File: config.mk
export PLATFORM = sky130hd
export DESIGN_NAME = csa16_sub_pipe
export DESIGN_NICKNAME = d
export VERILOG_FILES = /design/src/rtl/csa16_sub_pipe.sv
export SDC_FILE = /design/constraint.sdc
export NUM_CORES = 1
export LEC_CHECK = 0
export BUFFER_PORTS_ARGS = -buffer_cell sky130_fd_sc_hd__buf_4
export CORE_MARGIN = 10
export CORE_UTILIZATION = 40
export DETAILED_ROUTE_END_ITERATION = 8
export GPL_ROUTABILITY_DRIVEN = 0
export GPL_TIMING_DRIVEN = 1
export HOLD_SLACK_MARGIN = 0.03
export SYNTH_ARGS = -nofsm -noshare
export SYNTH_HDL_FRONTEND = slang
export SYNTH_SLANG_ARGS = --single-unit
File: constraint.sdc
create_clock -name clk -period 1.52 [get_ports clk]
set_clock_uncertainty 0.05 [all_clocks]
set_input_delay 0.228 -clock clk [delete_from_list [all_inputs] [get_ports clk]]
set_output_delay 0.228 -clock clk [all_outputs]
set_load 0.01 [all_outputs]
File: src/rtl/csa16_sub_pipe.sv
// Two-stage pipelined 16-bit subtractor (a - b - Bin) with carry-select upper byte,
// valid/ready handshake on both sides and borrow, overflow and zero flags.
module csa16_sub_pipe #(
  parameter int W = 16
) (
  input  logic         clk,
  input  logic         rst,
  input  logic         in_valid,
  output logic         in_ready,
  input  logic [W-1:0] a,
  input  logic [W-1:0] b,
  input  logic         Bin,
  output logic         out_valid,
  input  logic         out_ready,
  output logic [W-1:0] y,
  output logic         Bout,
  output logic         ovf,
  output logic         zero
);

  if (W != 16) begin : g_w_check
    $error("csa16_sub_pipe supports only W = 16");
  end

  function automatic logic [8:0] byte_add(input logic [7:0] x, input logic [7:0] z,
                                          input logic cin);
    return {1'b0, x} + {1'b0, z} + {8'b0, cin};
  endfunction

  logic       vld_p1, vld_p2;
  logic       adv_p2, load_p1;
  logic [8:0] lo_sum, hi0_sum, hi1_sum;

  logic [7:0] lo_p1;
  logic       lc_p1;
  logic [8:0] hi0_p1, hi1_p1;
  logic       a15_p1, b15_p1;

  logic [8:0]  hi_sel;
  logic [15:0] y_next;
  logic [15:0] y_p2;
  logic        bout_p2, ovf_p2, zero_p2;

  // Stage 2 is free when empty or draining; stage 1 refills whenever stage 1 moves on.
  assign adv_p2   = !vld_p2 || out_ready;
  assign in_ready = !vld_p1 || adv_p2;
  assign load_p1  = in_valid && in_ready;

  // Subtraction as a + ~b + ~Bin; both upper-byte candidates are formed up front.
  assign lo_sum  = byte_add(a[7:0], ~b[7:0], ~Bin);
  assign hi0_sum = byte_add(a[15:8], ~b[15:8], 1'b0);
  assign hi1_sum = byte_add(a[15:8], ~b[15:8], 1'b1);

  // ---- stage 1 boundary ----
  always_ff @(posedge clk) begin
    if (load_p1) begin
      lo_p1  <= lo_sum[7:0];
      lc_p1  <= lo_sum[8];
      hi0_p1 <= hi0_sum;
      hi1_p1 <= hi1_sum;
      a15_p1 <= a[15];
      b15_p1 <= b[15];
    end
  end

  // Carry out of the add is the complement of borrow out of the subtraction.
  assign hi_sel = lc_p1 ? hi1_p1 : hi0_p1;
  assign y_next = {hi_sel[7:0], lo_p1};

  // ---- stage 2 boundary ----
  always_ff @(posedge clk or posedge rst) begin
    if (rst) begin
      vld_p1  <= 1'b0;
      vld_p2  <= 1'b0;
      y_p2    <= '0;
      bout_p2 <= 1'b0;
      ovf_p2  <= 1'b0;
      zero_p2 <= 1'b0;
    end else begin
      if (in_ready)
        vld_p1 <= in_valid;
      if (adv_p2)
        vld_p2 <= vld_p1;
      if (adv_p2 && vld_p1) begin
        y_p2    <= y_next;
        bout_p2 <= ~hi_sel[8];
        ovf_p2  <= (a15_p1 != b15_p1) && (y_next[15] != a15_p1);
        zero_p2 <= (y_next == 16'h0000);
      end
    end
  end

  assign out_valid = vld_p2;
  assign y         = y_p2;
  assign Bout      = bout_p2;
  assign ovf       = ovf_p2;
  assign zero      = zero_p2;

endmodule

==> results of run 1 <==
[what timing repair did]
action | CTS | global route
endpoints found under the setup margin | 16 | 19
gates resized for setup | 23 | 15
pin swaps | 6 | 9
endpoints found under the hold margin | 21 | 0
hold buffers | 1 | 0
buffers inserted | 4 | 1
[worst max-delay path, stage by stage]
cell and delay, ns:
buf_8 0.08, inv_8 0.03, ha_4 0.14, inv_2 0.05, fa_2 0.19, and2b_4 0.19
o311a_1 0.30, o31a_1 0.28, a21oi_4 0.19, nand3_2 0.09, xnor2_1 0.13
[path summary, 6_finish.rpt]
kind                              to  depth (start not counted)      start  slack [ns]
setup / recovery           hi1_p1[7]                         11       b[8]       -0.38
hold / removal                b15_p1                          1      b[15]        0.06
setup reg to reg                zero                          4  hi1_p1[7]       -0.18
hold reg to reg                 y[8]                          2       y[8]        0.44
max in group asynchronous      y[11]                          4        rst        0.74
min in group asynchronous       y[3]                          4        rst        0.47
[power breakdown]
group,leakage [nW],switching [mW],internal (mW)
sequential,0.530,0.113,1.69
combinational,1.12,0.561,0.683
clock,0.0714,0.431,0.702
total,1.73,1.11,3.08
[state kept, by name, indices dropped and copies added, names as in the netlist]
name,cells
ovf,1
a15_p1,1
y,16
hi1_p1,9
Bout,1
lc_p1,1
out_valid,1
b15_p1,1
zero,1
hi0_p1,9
lo_p1,8
vld_p1,1
[kinds of logic after synthesis]
group,Yosys count,share of synthesized area [%]
flops,50,52.57
compound gates,41,10.55
fa+ha+maj,19,9.797
simple gates,52,10.41
buf+inv,30,4.239
mux,17,6.830
xor+xnor,17,5.605
[per-layer routing]
metal  vias up  GRT usage, %
li1        996             -
met1       875         13.43
met2        39         17.24
met3         6         3.131
met4         0         4.180
met5         -             0
[metrics by stage]
step,setup TNS (ns),setup WS (ns),power [mW],hold WS (ns),area (sq um)
floorplan,-4.592,-0.5615,2.418,0.1545,2753
CTS,-2.316,-0.3471,4.167,0.05654,3826
global placement,-9.287,-0.6945,2.937,0.2297,3552
finish,-2.643,-0.3759,4.183,0.06115,3935
detailed placement,-9.464,-0.7322,2.960,0.2318,3552
global route,-3.416,-0.4291,4.410,0.05235,3935
[placed cells by master (no fill, tap or decap), types with 4 or more instances in the layout]
| master | synthesis | final |
|---|---|---|
| a21oi_2 | 0 | 4 |
| buf_4 | 0 | 92 |
| buf_6 | 0 | 4 |
| clkbuf_8 | 0 | 6 |
| dfrtp_1 | 21 | 21 |
| edfxtp_1 | 29 | 29 |
| ha_1 | 16 | 9 |
| ha_4 | 0 | 7 |
| inv_1 | 26 | 19 |
| inv_2 | 0 | 4 |
| mux2_1 | 8 | 8 |
| mux2i_1 | 8 | 7 |
| nand2_1 | 15 | 15 |
| nand2b_1 | 4 | 4 |
| nor2_1 | 12 | 9 |
| nor3_1 | 5 | 4 |
| o21ai_1 | 12 | 12 |
| xnor2_1 | 11 | 7 |
| xor2_1 | 6 | 5 |
[cell type report]
cell class | instances | area share, %
Timing Repair Buffer | 99 | 19.84
Tap cell | 77 | 2.448
Clock inverter | 2 | 1.526
Multi-Input combinational cell | 146 | 35.80
Sequential cell | 50 | 35.48
Inverter | 26 | 2.798
Clock buffer | 6 | 2.099
==> metrics.yaml, run 1 <==
outcome:
  run_status: "finished, violations left"
  failed_checks: "setup timing"
synth:
  sequential_share_of_the_synthesized_area_pct: 52.57
  top_reg_cell_synth: "edfxtp_1"
  synth_edf_count: 29
  synth.net_count: 282
  synth.most_common_cell: "edfxtp_1"
  cell_taking_the_most_area_after_synthesis: "edfxtp_1"
  ys_top_cells_by_count: "29 x edfxtp_1, 26 x inv_1, 21 x dfrtp_1"
  fraction_of_post_synthesis_cell_area_in_the_top_cell_type_by_area_pct: 32.78
  post_synth.cell_area_avg_sq_um: 11.75
  synthesis.area_sq_um: 2656
  synth.yosys.warnings: 0
  share_of_flip_flops_with_an_asynchronous_set_or_reset_after_synthesis_pct: 42.00
  synth_area_leaders: "edfxtp_1 33%, dfrtp_1 20%, ha_1 7.5%, inv_1 3.7%, xnor2_1 3.6%"
  yosysUniqueCellTypes: 46
  synth_cells: 226
  synth_seq_cells: 50
cts:
  cts_max_path_buffers: 2
  number_of_buffers_added_by_the_clock_tree_synthesis_step: 5
  tritoncts: "built"
  insertion_delay_ns: 0.30
  h-tree-depth: 2
  clock_root_buffer_master: "clkbuf_8"
  numClockSinks: 50
  clkSlewWorstSetupHoldPaths_ns: 0.09
sta:
  timing.final.ws_setup_ns: -0.3759
  report.final.slew_viol_count: 0
  finalHoldViolations: 0
  grt_setup_unrepaired: "yes"
  max_freq_mhz: 527.5
  finalWorstPathRequiredPeriod_ns: 1.896
  final.period_utilization_pct: 124.7
  setup_viol: 14
  timing_worst_slew_pin_value_ns: 0.3838
  slew-limit-headroom_pct: 74.35
worst_setup_path:
  worst-endpoint-arrival_ns: 1.91
  timing.critical_path.to_type: "register"
  crit_type: "input pin to register"
  critical_path.startpoint_type: "input pin"
  worstPathMaxFanout: 4
  worst-endpoint-required_ns: 1.53
power:
  cellPowerDensity_nw_per_um2: 1063
  vdd_ir_drop_max_v: 0.0008357
  static-leakage-power_nw: 1.726
layout:
  number_of_inserted_filler_cells_in_the_final_layout: 529
  sequential_cell_area_sq_um: 1396
  multi_input_comb_area_sq_um: 1409
  layout-drive-gt1-share_pct: 47.42
  areaGrowthSynthToFinish_pct: 48.14
  post-route-util_pct: 61.62
  nets: 384
  antenna_cells: 0
  final-instance-count-excl-fill: 406
route:
  drc: 0
  top_layer_used: "met4"
  met1_length_um: 2490
  routed_wl_met3_um: 295
  wl_met2_um: 2548
  wirelength_um: 5414
  antenna_violating_nets_post_route: 0
  drt-vias-per-instance: 4.719
  drt_pre_antenna_iters: 4
  drt_iter0_markers: 62
  vias: 1916
  routed_wire_length_per_instance_um: 13.33
grt:
  wire_length_of_the_first_global_routing_pass_um: 9128
  grt_pass1_vias: 2017
  grt_max_degree: 30
  gr-usage-all-layers_pct: 10.78
  leftover_overflow_at_the_end_of_global_routing: 0
  grt_antenna_before_repair: 0
floorplanning:
  ioPinCount: 58
  row_count: 29
  die-width_um: 101.5
  fp.coreArea_sq_um: 6386
  start_util_pct: 41.59
  chipHeight_um: 101.5
  die_area_sq_um: 10300
run:
  max-cap-violations: 0
placement:
  dp_hpwl_um: 4264
  place_inst: 393
  port-buffer-count: 57
worst_hold_path:
  min-delay-path-class: "input pin to register"
No activity file was read; power rests on OpenSTA's default activity.
==> run 2: changes to the inputs <==
--- a/config.mk
+++ b/config.mk
@@ -7,11 +7,12 @@
 export LEC_CHECK = 0
 export BUFFER_PORTS_ARGS = -buffer_cell sky130_fd_sc_hd__buf_4
 export CORE_MARGIN = 10
-export CORE_UTILIZATION = 40
+export CORE_UTILIZATION = 49
 export DETAILED_ROUTE_END_ITERATION = 8
 export GPL_ROUTABILITY_DRIVEN = 0
 export GPL_TIMING_DRIVEN = 1
 export HOLD_SLACK_MARGIN = 0.03
+export PLACE_DENSITY = 0.76
 export SYNTH_ARGS = -nofsm -noshare
 export SYNTH_HDL_FRONTEND = slang
 export SYNTH_SLANG_ARGS = --single-unit
==> metrics.yaml, run 2 (synthesized netlist as in run 1, its figures left out) <==
power:
  vdd_ir_drop_max_v: 0.0004875  # -42%
  static-leakage-power_nw: 1.725  # about the same
  power.total_mw: 3.818  # -8.7%
  cellPowerDensity_nw_per_um2: 989.1  # -6.9%
worst_setup_path:
  critical_path.max_stage_delay_ns: 0.31  # about the same
  reg2reg_setup_slack_ns: -0.08  # +0.10 ns
  worstPathCellList: "buf_8 > inv_8 > ha_4 > inv_2 > fa_2 > and2b_4 > o311a_1 > o31a_1 > a21oi_4 > nand3_1 > xnor2_1"
  cp-startpoint: "b[8]"
  worstPathMaxFanout: 4  # unchanged
  critical_path_top_delay_cell: "o311a_1"
  worst-path-buf-inv: 3  # unchanged
  regToRegStartpoint: "hi0_p1[7]"
  worstReg2RegEnd: "zero"
  critical-path-top-delay-family: "compound AO/OA/AOI/OAI gates"
  timing.critical_path.to_type: "register"
  worst-endpoint-arrival_ns: 1.93  # +0.02 ns
  worst-endpoint-required_ns: 1.53  # about the same
  path_depth: 11  # unchanged
  crit_type: "input pin to register"
  critical_path.startpoint_type: "input pin"
  reg2reg_depth: 4  # unchanged
  cp-endpoint: "hi1_p1[7]"
route:
  wirelength_um: 5401  # -0.24%
  routed_wl_met3_um: 343  # +16%
  top_layer_used: "met4"
  wl_met2_um: 2585  # +1.5%
  drt_iter0_markers: 79  # +27%
  drt_pre_antenna_iters: 4  # unchanged
  met1_length_um: 2375  # -4.6%
  routed_wire_length_per_instance_um: 13.34  # about the same
  antenna_violating_nets_post_route: 0  # unchanged
  drc: 0  # unchanged
  drt-vias-per-instance: 4.879  # +3.4%
  vias: 1976  # +3.1%
layout:
  antenna_cells: 0  # unchanged
  largest_register_ffs: 16  # unchanged
  most_common_library_cell_in_the_layout_ignoring_fill_and_taps: "buf_4"
  number_of_inserted_filler_cells_in_the_final_layout: 360  # -32%
  layout-drive-gt1-share_pct: 46.27  # -1.1 points
  post-route-util_pct: 74.63  # +13 points
  final-instance-count-excl-fill: 405  # -0.25%
  areaGrowthSynthToFinish_pct: 45.31
  multi_input_comb_area_sq_um: 1349  # -4.3%
  nets: 390  # +1.6%
  sequential_cell_area_sq_um: 1396  # unchanged
  layout_common_cells: "97 x buf_4, 29 x edfxtp_1, 21 x dfrtp_1"
floorplanning:
  ioPinCount: 58  # unchanged
  die_area_sq_um: 8766  # -15%
  die-width_um: 93.63  # -7.7%
  chipHeight_um: 93.63  # -7.7%
  fp.coreArea_sq_um: 5172  # -19%
  row_count: 26  # -10%
  start_util_pct: 51.35  # +9.8 points
cts:
  cts_max_path_buffers: 2  # unchanged
  h-tree-depth: 2  # unchanged
  clkSlewWorstSetupHoldPaths_ns: 0.08  # about the same
  number_of_buffers_added_by_the_clock_tree_synthesis_step: 5  # unchanged
  tritoncts: "built"
  insertion_delay_ns: 0.29  # about the same
  clock_root_buffer_master: "clkbuf_8"
  numClockSinks: 50  # unchanged
grt:
  wire_length_of_the_first_global_routing_pass_um: 9211  # +0.91%
  gr-usage-all-layers_pct: 12.74  # +2.0 points
  grt_max_degree: 30  # unchanged
  grt_pass1_vias: 2043  # +1.3%
  leftover_overflow_at_the_end_of_global_routing: 0  # unchanged
  grt_antenna_before_repair: 0  # unchanged
sta:
  setup_viol: 14  # unchanged
  grt_setup_unrepaired: "yes"
  max_freq_mhz: 520.3  # -1.4%
  timing_worst_slew_pin_value_ns: 0.3573  # -0.02647 ns
  fin_hold_ws_ns: 0.06510  # +0.003949 ns
  final.setup.tns_ns: -3.112  # -0.4684 ns
  report.final.slew_viol_count: 0  # unchanged
  finalHoldViolations: 0  # unchanged
  finalWorstPathRequiredPeriod_ns: 1.922  # +0.02619 ns
  slew-limit-headroom_pct: 75.96  # +1.6 points
  timing.final.ws_setup_ns: -0.4021  # -0.02619 ns
  final.period_utilization_pct: 126.5  # +1.7 points
outcome:
  run_status: "finished, violations left"
  failed_checks: "setup timing"
run:
  max-cap-violations: 0  # unchanged
placement:
  place_inst: 386  # -1.8%
  port-buffer-count: 57  # unchanged
  dp_hpwl_um: 4270  # +0.12%
worst_hold_path:
  min-delay-path-class: "input pin to register"
-- run 2: stage by stage --
step | area [sq um] | setup WS, ns
6_report | 3860 | -0.4021
3_5_place_dp | 3543 | -0.7597
4_1_cts | 3745 | -0.4084
5_1_grt | 3860 | -0.4825
2_1_floorplan | 2753 | -0.5615
3_3_place_gp | 3543 | -0.6856
-- run 2: timing repair --
item	4_1_cts	5_1_grt
hold buffers	1	0
setup buffers	4	8
gates resized for setup	17	12
hold endpoints to repair	21	0
pin swaps	9	6
setup endpoints to repair	17	20
-- run 2: worst min-delay path by stage --
stage | startpoint | to | cells after the start
6_report | b[15] | b15_p1 | 1
5_1_grt | b[15] | b15_p1 | 1
4_1_cts | b[15] | b15_p1 | 1
3_5_place_dp | rst | vld_p1 | 3
3_3_place_gp | rst | y[3] | 3
2_1_floorplan | rst | Bout | 1
-- run 2: power breakdown --
group | internal (mW) | switching, mW
registers | 1.69 | 0.116
clock network | 0.371 | 0.385
logic | 0.692 | 0.560
total | 2.76 | 1.06
-- run 2: per-layer routing --
metal / global-route usage (%) / vias up
met1: 15.19 / 917
met5: 0 / -
met3: 4.636 / 8
met4: 4.684 / 0
met2: 20.65 / 43
li1: - / 1008
-- run 2: worst reg2reg max path, stage by stage (launching register included) --
cell and delay (ns):
edfxtp_1 0.43, or4_4 0.54, o22ai_2 0.16, o2111ai_2 0.15, o31ai_2 0.19
-- run 2: final cells by class --
cell class,instances,area share [%]
inverter,26,2.788
clock buffer,8,2.334
timing repair buffer,105,21.49
sequential,50,36.18
multi-input combinational,146,34.94
tap,70,2.269
